`config.mk`:
```
export PLATFORM = sky130hd
export DESIGN_NAME = adc_buf_reader
export DESIGN_NICKNAME = d
export VERILOG_FILES = /design/src/rtl/ad_da_pkg.sv /design/src/rtl/rd_skid_fifo.sv /design/src/rtl/adc_buf_reader.sv
export SDC_FILE = /design/constraint.sdc
export NUM_CORES = 1
export LEC_CHECK = 0
export CAP_MARGIN = 10
export CORE_ASPECT_RATIO = 0.6
export CORE_MARGIN = 4
export CORE_UTILIZATION = 40
export CTS_CLUSTER_DIAMETER = 80
export DETAILED_ROUTE_END_ITERATION = 10
export SLEW_MARGIN = 40
export SYNTH_ARGS = -nofsm -noshare
export SYNTH_HDL_FRONTEND = slang
export SYNTH_HIERARCHICAL = 1
export SYNTH_SLANG_ARGS = --single-unit
```
`constraint.sdc`:
```
create_clock -name adc_clk -period 2.15 [get_ports adc_clk]
set_input_delay 0.43 -clock adc_clk [delete_from_list [all_inputs] [get_ports adc_clk]]
set_output_delay 0.43 -clock adc_clk [all_outputs]
set_load 0.02 [all_outputs]
```
`src/rtl/ad_da_pkg.sv`:
```
// Shared defaults and FSM state type for the ADC buffer reader.
// Imported by adc_buf_reader and rd_skid_fifo.
package ad_da_pkg;

  localparam int ADDR_W_DEF = 11;
  localparam int DATA_W_DEF = 8;
  localparam int DEPTH_DEF  = 2048;

  typedef enum logic [2:0] {
    IDLE,
    WAIT_FULL,
    READ,
    DRAIN,
    DONE
  } state_t;

endpackage

```
`src/rtl/rd_skid_fifo.sv`:
```
// Two-entry output FIFO holding {last, data} read from the capture buffer.
// Ports: push/push_data in, pop in, valid/head out, count out, flush clears.
module rd_skid_fifo
  import ad_da_pkg::*;
#(
  parameter int W = DATA_W_DEF + 1
) (
  input  logic         clk,
  input  logic         rst_n,
  input  logic         flush,
  input  logic         push,
  input  logic [W-1:0] push_data,
  input  logic         pop,
  output logic         valid,
  output logic [W-1:0] head,
  output logic [1:0]   count
);

  logic [W-1:0] mem [2];
  logic         wr_ptr;
  logic         rd_ptr;

  always_ff @(posedge clk or negedge rst_n) begin
    if (!rst_n) begin
      mem[0] <= '0;
      mem[1] <= '0;
      wr_ptr <= 1'b0;
      rd_ptr <= 1'b0;
      count  <= 2'd0;
    end else if (flush) begin
      wr_ptr <= 1'b0;
      rd_ptr <= 1'b0;
      count  <= 2'd0;
    end else begin
      if (push) begin
        mem[wr_ptr] <= push_data;
        wr_ptr      <= ~wr_ptr;
      end
      if (pop) begin
        rd_ptr <= ~rd_ptr;
      end
      count <= count + {1'b0, push} - {1'b0, pop};
    end
  end

  assign valid = (count != 2'd0);
  assign head  = mem[rd_ptr];

endmodule

```
`src/rtl/adc_buf_reader.sv`:
```
// Reads one captured ADC frame out of the buffer into a valid/ready stream.
// Ports: start/abort/buf_full ctl, rd_en/rd_addr/rd_data buffer, m_* stream, busy/done.
module adc_buf_reader
  import ad_da_pkg::*;
#(
  parameter int ADDR_W = ADDR_W_DEF,
  parameter int DATA_W = DATA_W_DEF,
  parameter int DEPTH  = DEPTH_DEF
) (
  input  logic              adc_clk,
  input  logic              rst_n,
  input  logic              start,
  input  logic              abort,
  input  logic              buf_full,
  output logic              rd_en,
  output logic [ADDR_W-1:0] rd_addr,
  input  logic [DATA_W-1:0] rd_data,
  output logic              m_valid,
  input  logic              m_ready,
  output logic [DATA_W-1:0] m_data,
  output logic              m_last,
  output logic              busy,
  output logic              done
);

  state_t            state;
  state_t            state_nxt;
  logic              in_flight;
  logic              in_flight_last;
  logic              at_last;
  logic              pop;
  logic              fifo_valid;
  logic [1:0]        fifo_count;
  logic [2:0]        occ;
  logic [DATA_W:0]   head;
  logic              drained;

  assign at_last = (rd_addr == ADDR_W'(DEPTH - 1));
  assign pop     = fifo_valid & m_ready;
  assign occ     = {1'b0, fifo_count} + {2'b0, in_flight};

  // A slot leaving this cycle counts as free, so a full-rate
  // stream keeps one sample queued and one read in flight.
  assign rd_en = (state == READ) && !abort &&
                 (occ < (3'd2 + {2'b0, pop}));

  // Empty after this edge: nothing in flight, FIFO empty or
  // its only sample leaving now.
  assign drained = !in_flight &&
                   ((fifo_count == 2'd0) ||
                    ((fifo_count == 2'd1) && pop));

  always_ff @(posedge adc_clk or negedge rst_n) begin
    if (!rst_n) begin
      state <= IDLE;
    end else begin
      state <= state_nxt;
    end
  end

  always_comb begin
    state_nxt = state;
    unique case (state)
      IDLE:      if (start) state_nxt = WAIT_FULL;
      WAIT_FULL: if (buf_full) state_nxt = READ;
      READ:      if (rd_en && at_last) state_nxt = DRAIN;
      DRAIN:     if (drained) state_nxt = DONE;
      DONE:      state_nxt = IDLE;
      default:   state_nxt = IDLE;
    endcase
    if (abort) state_nxt = IDLE;
  end

  always_ff @(posedge adc_clk or negedge rst_n) begin
    if (!rst_n) begin
      rd_addr        <= '0;
      in_flight      <= 1'b0;
      in_flight_last <= 1'b0;
    end else begin
      in_flight      <= rd_en;
      in_flight_last <= rd_en & at_last;
      if (abort || state == IDLE) begin
        rd_addr <= '0;
      end else if (rd_en) begin
        rd_addr <= rd_addr + 1'b1;
      end
    end
  end

  rd_skid_fifo #(
    .W(DATA_W + 1)
  ) u_fifo (
    .clk       (adc_clk),
    .rst_n     (rst_n),
    .flush     (abort),
    .push      (in_flight & ~abort),
    .push_data ({in_flight_last, rd_data}),
    .pop       (pop),
    .valid     (fifo_valid),
    .head      (head),
    .count     (fifo_count)
  );

  assign m_valid = fifo_valid;
  assign m_data  = head[DATA_W-1:0];
  assign m_last  = fifo_valid & head[DATA_W];
  assign busy    = (state != IDLE);
  assign done    = (state == DONE) & ~abort;

endmodule

```
==> results of run 1 <==
==> final cells by class <==
| cell class | instances | area (sq um) | share of cell area [%] |
|---|---|---|---|
| Tap cell | 63 | 78.8 | 3.03 |
| Sequential cell | 38 | 952 | 36.6 |
| Clock buffer | 6 | 82.6 | 3.17 |
| Inverter | 7 | 26.3 | 1.01 |
| Clock inverter | 1 | 30.0 | 1.15 |
| Timing Repair Buffer | 53 | 497 | 19.1 |
| Multi-Input combinational cell | 108 | 937 | 36.0 |
==> where the power goes <==
part / leakage [nW] / total, W / internal, W / switching, W
sequential: 0.522 / 0.000844 / 0.000787 / 0.0000567
combinational: 0.705 / 0.000683 / 0.000374 / 0.000308
clock: 0.0573 / 0.000604 / 0.000371 / 0.000233
total: 1.28 / 0.00213 / 0.00153 / 0.000598
==> what timing repair did <==
action,in CTS,in global routing
cloned,0,0
setup endpoints to repair,12,4
gates resized for setup,12,4
==> Yosys cell counts, types with 2 or more instances <==
cell	instances
dfrtp_1	38
mux2_2	28
nand2_1	12
o21ai_0	8
inv_1	7
nor2_1	6
or3_1	6
ha_1	5
a21oi_2	4
nor2b_1	3
xnor2_1	3
a21oi_1	2
and2_2	2
buf_6	2
mux2i_1	2
nand3_1	2
o2111ai_2	2
or2_2	2
==> sequential cells by signal, indices dropped and copies added (netlist names) <==
register / count
in_flight: 1
in_flight_last: 1
rd_addr: 11
state: 3
u_fifo/count: 2
u_fifo/mem: 18
u_fifo/rd_ptr: 1
u_fifo/wr_ptr: 1
==> layer usage <==
metal  vias up  share of wire (%)
met3         4                4.0
met5         -                  0
met2        25                 47
li1        675                  -
met1       676                 48
met4         0               0.90
==> logic make-up after synthesis <==
logic type                 count (synthesis)
and+or+nand+nor                           46
DFF                                       38
muxes                                     30
AOI/OAI and AO/OA                         22
buffers and inverters                     10
xor gates and xnor gates                   5
adders and majority gates                  5
==> worst register-to-register path: cells and delay by family (launching register included) <==
kind | cells | cell delay (ns)
adder cells (fa/ha/maj) | 2 | 0.39
AO/OA/AOI/OAI | 2 | 0.35
AND/OR/NAND/NOR | 2 | 0.76
flip-flops | 1 | 0.39
==> stage by stage <==
stage | TNS (ns) | setup WS, ns | instances
5_1_grt | 0 | 0.00252 | 276
4_1_cts | 0 | 0.000805 | 276
2_1_floorplan | 0 | 0.357 | 156
3_3_place_gp | -1.06 | -0.231 | 269
6_report | 0 | 0.0599 | 276
3_5_place_dp | -1.55 | -0.300 | 269
==> final timing paths <==
kind / from / to / slack, ns / depth (start not counted)
worst max-delay path: u_fifo/count[0] / m_valid / 0.06 / 3
worst min-delay path: rst_n / rd_addr[10] / 0.11 / 1
worst max register to register: in_flight / rd_addr[9] / 0.19 / 6
worst min register to register: u_fifo/mem[10] / u_fifo/mem[10] / 0.51 / 1
max in group asynchronous: rst_n / u_fifo/rd_ptr / 1.68 / 1
min in group adc_clk: u_fifo/mem[10] / u_fifo/mem[10] / 0.51 / 1
==> implementation parameters, run 1 <==
Parameter                              Value

STA
  Post-layout minimum cycle time    2.09 ns
  Clk_skew    0.00400 ns
  Actual slew at the worst max-slew pin    0.482 ns
  Post-route clock period utilization    97.2%
  Fmax achieved    roughly 480 MHz
  Final count of pins violating max slew    0
  Max-slew headroom at the worst pin    between 60% and 70%
  Setup repair after global routing missed its margin    false
  Final Hold Viols    0
  Setup violations, final    0
  Hold WS    0.110 ns

Synthesis
  Number of unique standard cell types used by synthesis    40
  Mapped cell area    0.00194 sq mm
  FFs w/ async S/R, synth    100%
  Mean instance size in the synthesized netlist    12.4 sq um
  Fraction of the mapped netlist area in simple logic gates    around 15%
  Synth area leader    dfrtp_1
  Flops & latches, synth    38
  Most used flip-flop cell after synthesis    dfrtp_1
  Combinational family with the most area after synthesis    multiplexers
  Synthesized net count    175
  Synthesized netlist cell count    156
  Synth Area in XOR/XNOR    ~3.0%
  Mux cell area share after synthesis    17.3%
  Adder-cell share of the synthesized area    3.22%
  Proportion of netlist area held by the largest area contributor    49.0%
  Syn. warnings    6
  Compound-Gate Fraction of Synth Area    9.66%
  Register area share after synthesis    49.0%
  Number of enable-type register cells in the synthesized netlist    0
  Dominant cells by area after synthesis    dfrtp_1 (49%), mux2_2 (16%), ha_1 (3.2%)

Run status
  Run status    completed

Routing
  Remaining design rule violation count    0
  WL per Instance    about 15 um
  Starting DRC count in detailed routing    29
  Routed wire length    4220 um
  First-pass DRT Iterations    4
  Routed via count divided by cell count    5.00
  Overall via count from detail_route    1380
  Antenna-violating nets left    0

Critical path
  Capturing element type of the critical path    output port
  Crit path required time    1.72 ns
  Top delay family on crit path    buffers and inverters
  Worst Setup Path Type    register to output port
  Critical-path cell with the highest stage delay    clkdlybuf4s50_1
  Data arrival time of the critical path    approximately 1.7 ns
  Cell Chain, Critical Path    or2_2 > buf_4 > clkdlybuf4s50_1
  Delay of the slowest critical-path stage    0.53 ns
  Buffer and inverter count on the worst path    2
  Worst setup SP type    register
  Largest fanout on the critical path    3

Clock tree
  H-tree Lvls    2
  Post-CTS setup buffers    0
  Clock root cell    clkbuf_8
  Sinks on Clock Net    38
  Clock transition at the registers of the reported paths    about 0.070 ns
  TritonCTS clock tree    yes
  Number of hold buffers added after cts    0
  Worst-Skew Late Latency    0.28 ns
  Total clock buffers created by CTS    5
  Deepest clock path buffer count    2

Floorplan
  DIE AREA    ~0.0061 sq mm
  DIE WIDTH    between 90 and 100 um
  Starting utilization of the core area    41.9%
  Core region area    0.00464 sq mm
  Count of boundary I/O pins    38
  Floorplan die height    approximately 62 um
  Standard-cell row count    19

Cells and area
  Filler cell count in the final layout    415
  Commonest non-fill, non-tap cell in the layout    dfrtp_1
  Final Core Density    56.2%
  Share of cells above drive strength 1    approximately 34%
  Commonest cells after routing, fill and taps aside    dfrtp_1 (37), mux2_2 (28), clkdlybuf4s50_1 (24), buf_4 (16), nand2_1 (12)
  Final design instance area without fill    0.00260 sq mm
  Diodes inserted    0
  Post-layout nets    232
  Area added between synthesis and finish    34.1%

Pwr
  Maximum vdd drop    about 0.43 mV
  LEAKAGE    roughly 1.3 nW
  Pwr Total    0.00213 W
  Total power divided by cell area    818 mW/mm^2

Global routing
  Overflow left after global routing    0
  Antenna violations before repair    0
  M3 GR Usage    3.79%
  Met2 global-route usage    25.4%
  Global-route usage over all layers    15.0%
  Number of global-route vias before repair    approximately 1500
  Maximum number of pins on one net before global-route repair    39
  Most heavily used metal layer in global routing    met2
  Met1 GRT Util    between 20% and 30%
  Wire length of the first global-routing pass    about 7200 um

Placed design
  HPWL after detailed placement    between 3000 and 4000 um
  Post-detailed-placement cell area    0.00249 sq mm
  RePlAce Congestion    0.854
  IO Port Bufs    37

Job
  Max-cap violations    0

Min path
  Type of the worst min-delay path    primary input to asynchronous set/reset pin
(Power assumes the default switching activity.)
==> run 2: changes to the inputs <==
==> constraint.sdc (replaced) <==
create_clock -name adc_clk -period 2.4 [get_ports adc_clk]
set_input_delay 0.48 -clock adc_clk [delete_from_list [all_inputs] [get_ports adc_clk]]
set_output_delay 0.48 -clock adc_clk [all_outputs]
set_load 0.02 [all_outputs]
==> implementation parameters, run 2 (synthesis gave the netlist of run 1 again) <==
Parameter                              Value

Run status
  Run status    completed

Routing
  WL per Instance    14.8 um
  First-pass DRT Iterations    4
  Starting DRC count in detailed routing    39
  Routed via count divided by cell count    5.10
  Overall via count from detail_route    1377
  Antenna-violating nets left    0
  Routed wire length    4000 um
  Remaining design rule violation count    0

STA
  Actual slew at the worst max-slew pin    0.482 ns
  Max-slew headroom at the worst pin    ~68%
  Final count of pins violating max slew    0
  Fmax achieved    435 MHz
  Setup repair after global routing missed its margin    false
  Hold WS    0.153 ns
  Post-route clock period utilization    between 90 and 100%
  Setup violations, final    0
  Clk_skew    0.0114 ns
  Post-layout minimum cycle time    2.30 ns
  Final Hold Viols    0

Clock tree
  H-tree Lvls    2
  Worst-Skew Late Latency    between 0.2 and 0.3 ns
  Sinks on Clock Net    38
  Clock root cell    clkbuf_8
  TritonCTS clock tree    yes
  Total clock buffers created by CTS    5
  Number of hold buffers added after cts    0
  Clock transition at the registers of the reported paths    approximately 0.07 ns
  Deepest clock path buffer count    2

Cells and area
  Post-layout nets    226
  Diodes inserted    0
  Share of cells above drive strength 1    about a third
  Commonest cells after routing, fill and taps aside    dfrtp_1 (38), clkdlybuf4s50_1 (34), mux2_2 (28), nand2_1 (12), buf_4 (11)
  Flip-flop count of the largest register, all copies and words added    18
  Commonest non-fill, non-tap cell in the layout    dfrtp_1
  Area added between synthesis and finish    31.8%
  Largest regs    u_fifo/mem: 18 flops, rd_addr: 11 flops, state: 3 flops
  Register ranked first by flip-flop count    u_fifo/mem
  Final design instance area without fill    between 0.002 and 0.003 sq mm

Critical path
  Data arrival time of the critical path    1.82 ns
  Buffer and inverter count on the worst path    1
  Crit path required time    1.92 ns
  Worst setup SP type    register
  Delay of the slowest critical-path stage    0.56 ns
  Critical-path cell with the highest stage delay    clkdlybuf4s50_1
  Cell Chain, Critical Path    or3_2 > clkdlybuf4s50_1
  Worst Setup Path Type    register to output port
  Largest fanout on the critical path    5
  Capturing element type of the critical path    output port
  Top delay family on crit path    buffers and inverters

Pwr
  LEAKAGE    1.17 nW
  Maximum vdd drop    0.453 mV
  Total power divided by cell area    between 700 and 800 mW/mm^2

Floorplan
  Core region area    ~0.0046 sq mm
  Starting utilization of the core area    41.9%
  DIE AREA    ~0.006 sq mm
  Floorplan die height    62.0 um
  DIE WIDTH    between 90 and 100 um
  Standard-cell row count    19
  Count of boundary I/O pins    38

Global routing
  Antenna violations before repair    0
  Number of global-route vias before repair    1424
  Overflow left after global routing    0
  Maximum number of pins on one net before global-route repair    39
  Wire length of the first global-routing pass    between 6000 and 7000 um
  Global-route usage over all layers    14.4%

Placed design
  HPWL after detailed placement    between 3000 and 4000 um
  Post-detailed-placement cell area    0.00243 sq mm
  RePlAce Congestion    0.833
  IO Port Bufs    37

Min path
  Type of the worst min-delay path    primary input to asynchronous set/reset pin

Job
  Max-cap violations    0
==> run 2: worst reg2reg max path: cells and delay by family (launching register included) <==
| kind | cells | cell delay [ns] |
|---|---|---|
| AND/OR/NAND/NOR | 2 | 0.74 |
| flip-flops | 1 | 0.40 |
| adder cells (fa/ha/maj) | 2 | 0.40 |
| AO/OA/AOI/OAI | 2 | 0.35 |
==> run 2: cell type report <==
cell class                      instances  area (sq um)
Inverter                                7          26.3
Timing Repair Buffer                   47           440
Clock buffer                            6          82.6
Multi-Input combinational cell        108           950
Clock inverter                          1          30.0
Fill cell                             406          2080
Tap cell                               63          78.8
Sequential cell                        38           951
==> run 2: per-stage QoR <==
stage	total power [W]	setup WS, ns	TNS, ns	util [%]	cells
after floorplan	0.00111	0.581	0	-	156
after global placement	0.00134	-0.0814	-0.0892	52.5	263
after detailed placement	0.00136	-0.129	-0.161	52.5	263
after CTS	0.00191	0.0370	0	54.9	270
after global routing	0.00201	0.0215	0	55.2	270
final	0.00189	0.102	0	55.2	270
==> run 2: layer usage <==
| layer | wire, um | track usage (%) | vias up |
|---|---|---|---|
| li1 | - | - | 661 |
| met1 | 1950 | 19.5 | 683 |
| met2 | 1840 | 22.5 | 31 |
| met3 | 179 | 4.46 | 2 |
| met4 | 27 | 4.73 | 0 |
| met5 | 0 | 0 | - |
==> run 2: worst paths after layout <==
path	start	endpoint	slack [ns]	depth (start not counted)
worst max-delay path	state[2]	busy	0.10	2
worst min-delay path	rst_n	rd_addr[2]	0.15	1
worst max register to register	in_flight	rd_addr[9]	0.44	6
worst min register to register	u_fifo/mem[14]	u_fifo/mem[14]	0.50	1
max in group asynchronous	rst_n	u_fifo/count[1]	1.91	1
min in group adc_clk	u_fifo/mem[14]	u_fifo/mem[14]	0.50	1
==> run 2: what timing repair did <==
item | CTS | global route
endpoints found under the setup margin | 2 | 1
resized for setup | 2 | 1
buffers inserted | 0 | 0
==> run 2: report_power, final <==
| part | leakage, nW | internal, W | switching [W] |
|---|---|---|---|
| sequential | 0.523 | 0.000704 | 0.0000501 |
| clock | 0.0573 | 0.000332 | 0.000210 |
| combinational | 0.585 | 0.000325 | 0.000270 |
| total | 1.17 | 0.00136 | 0.000531 |
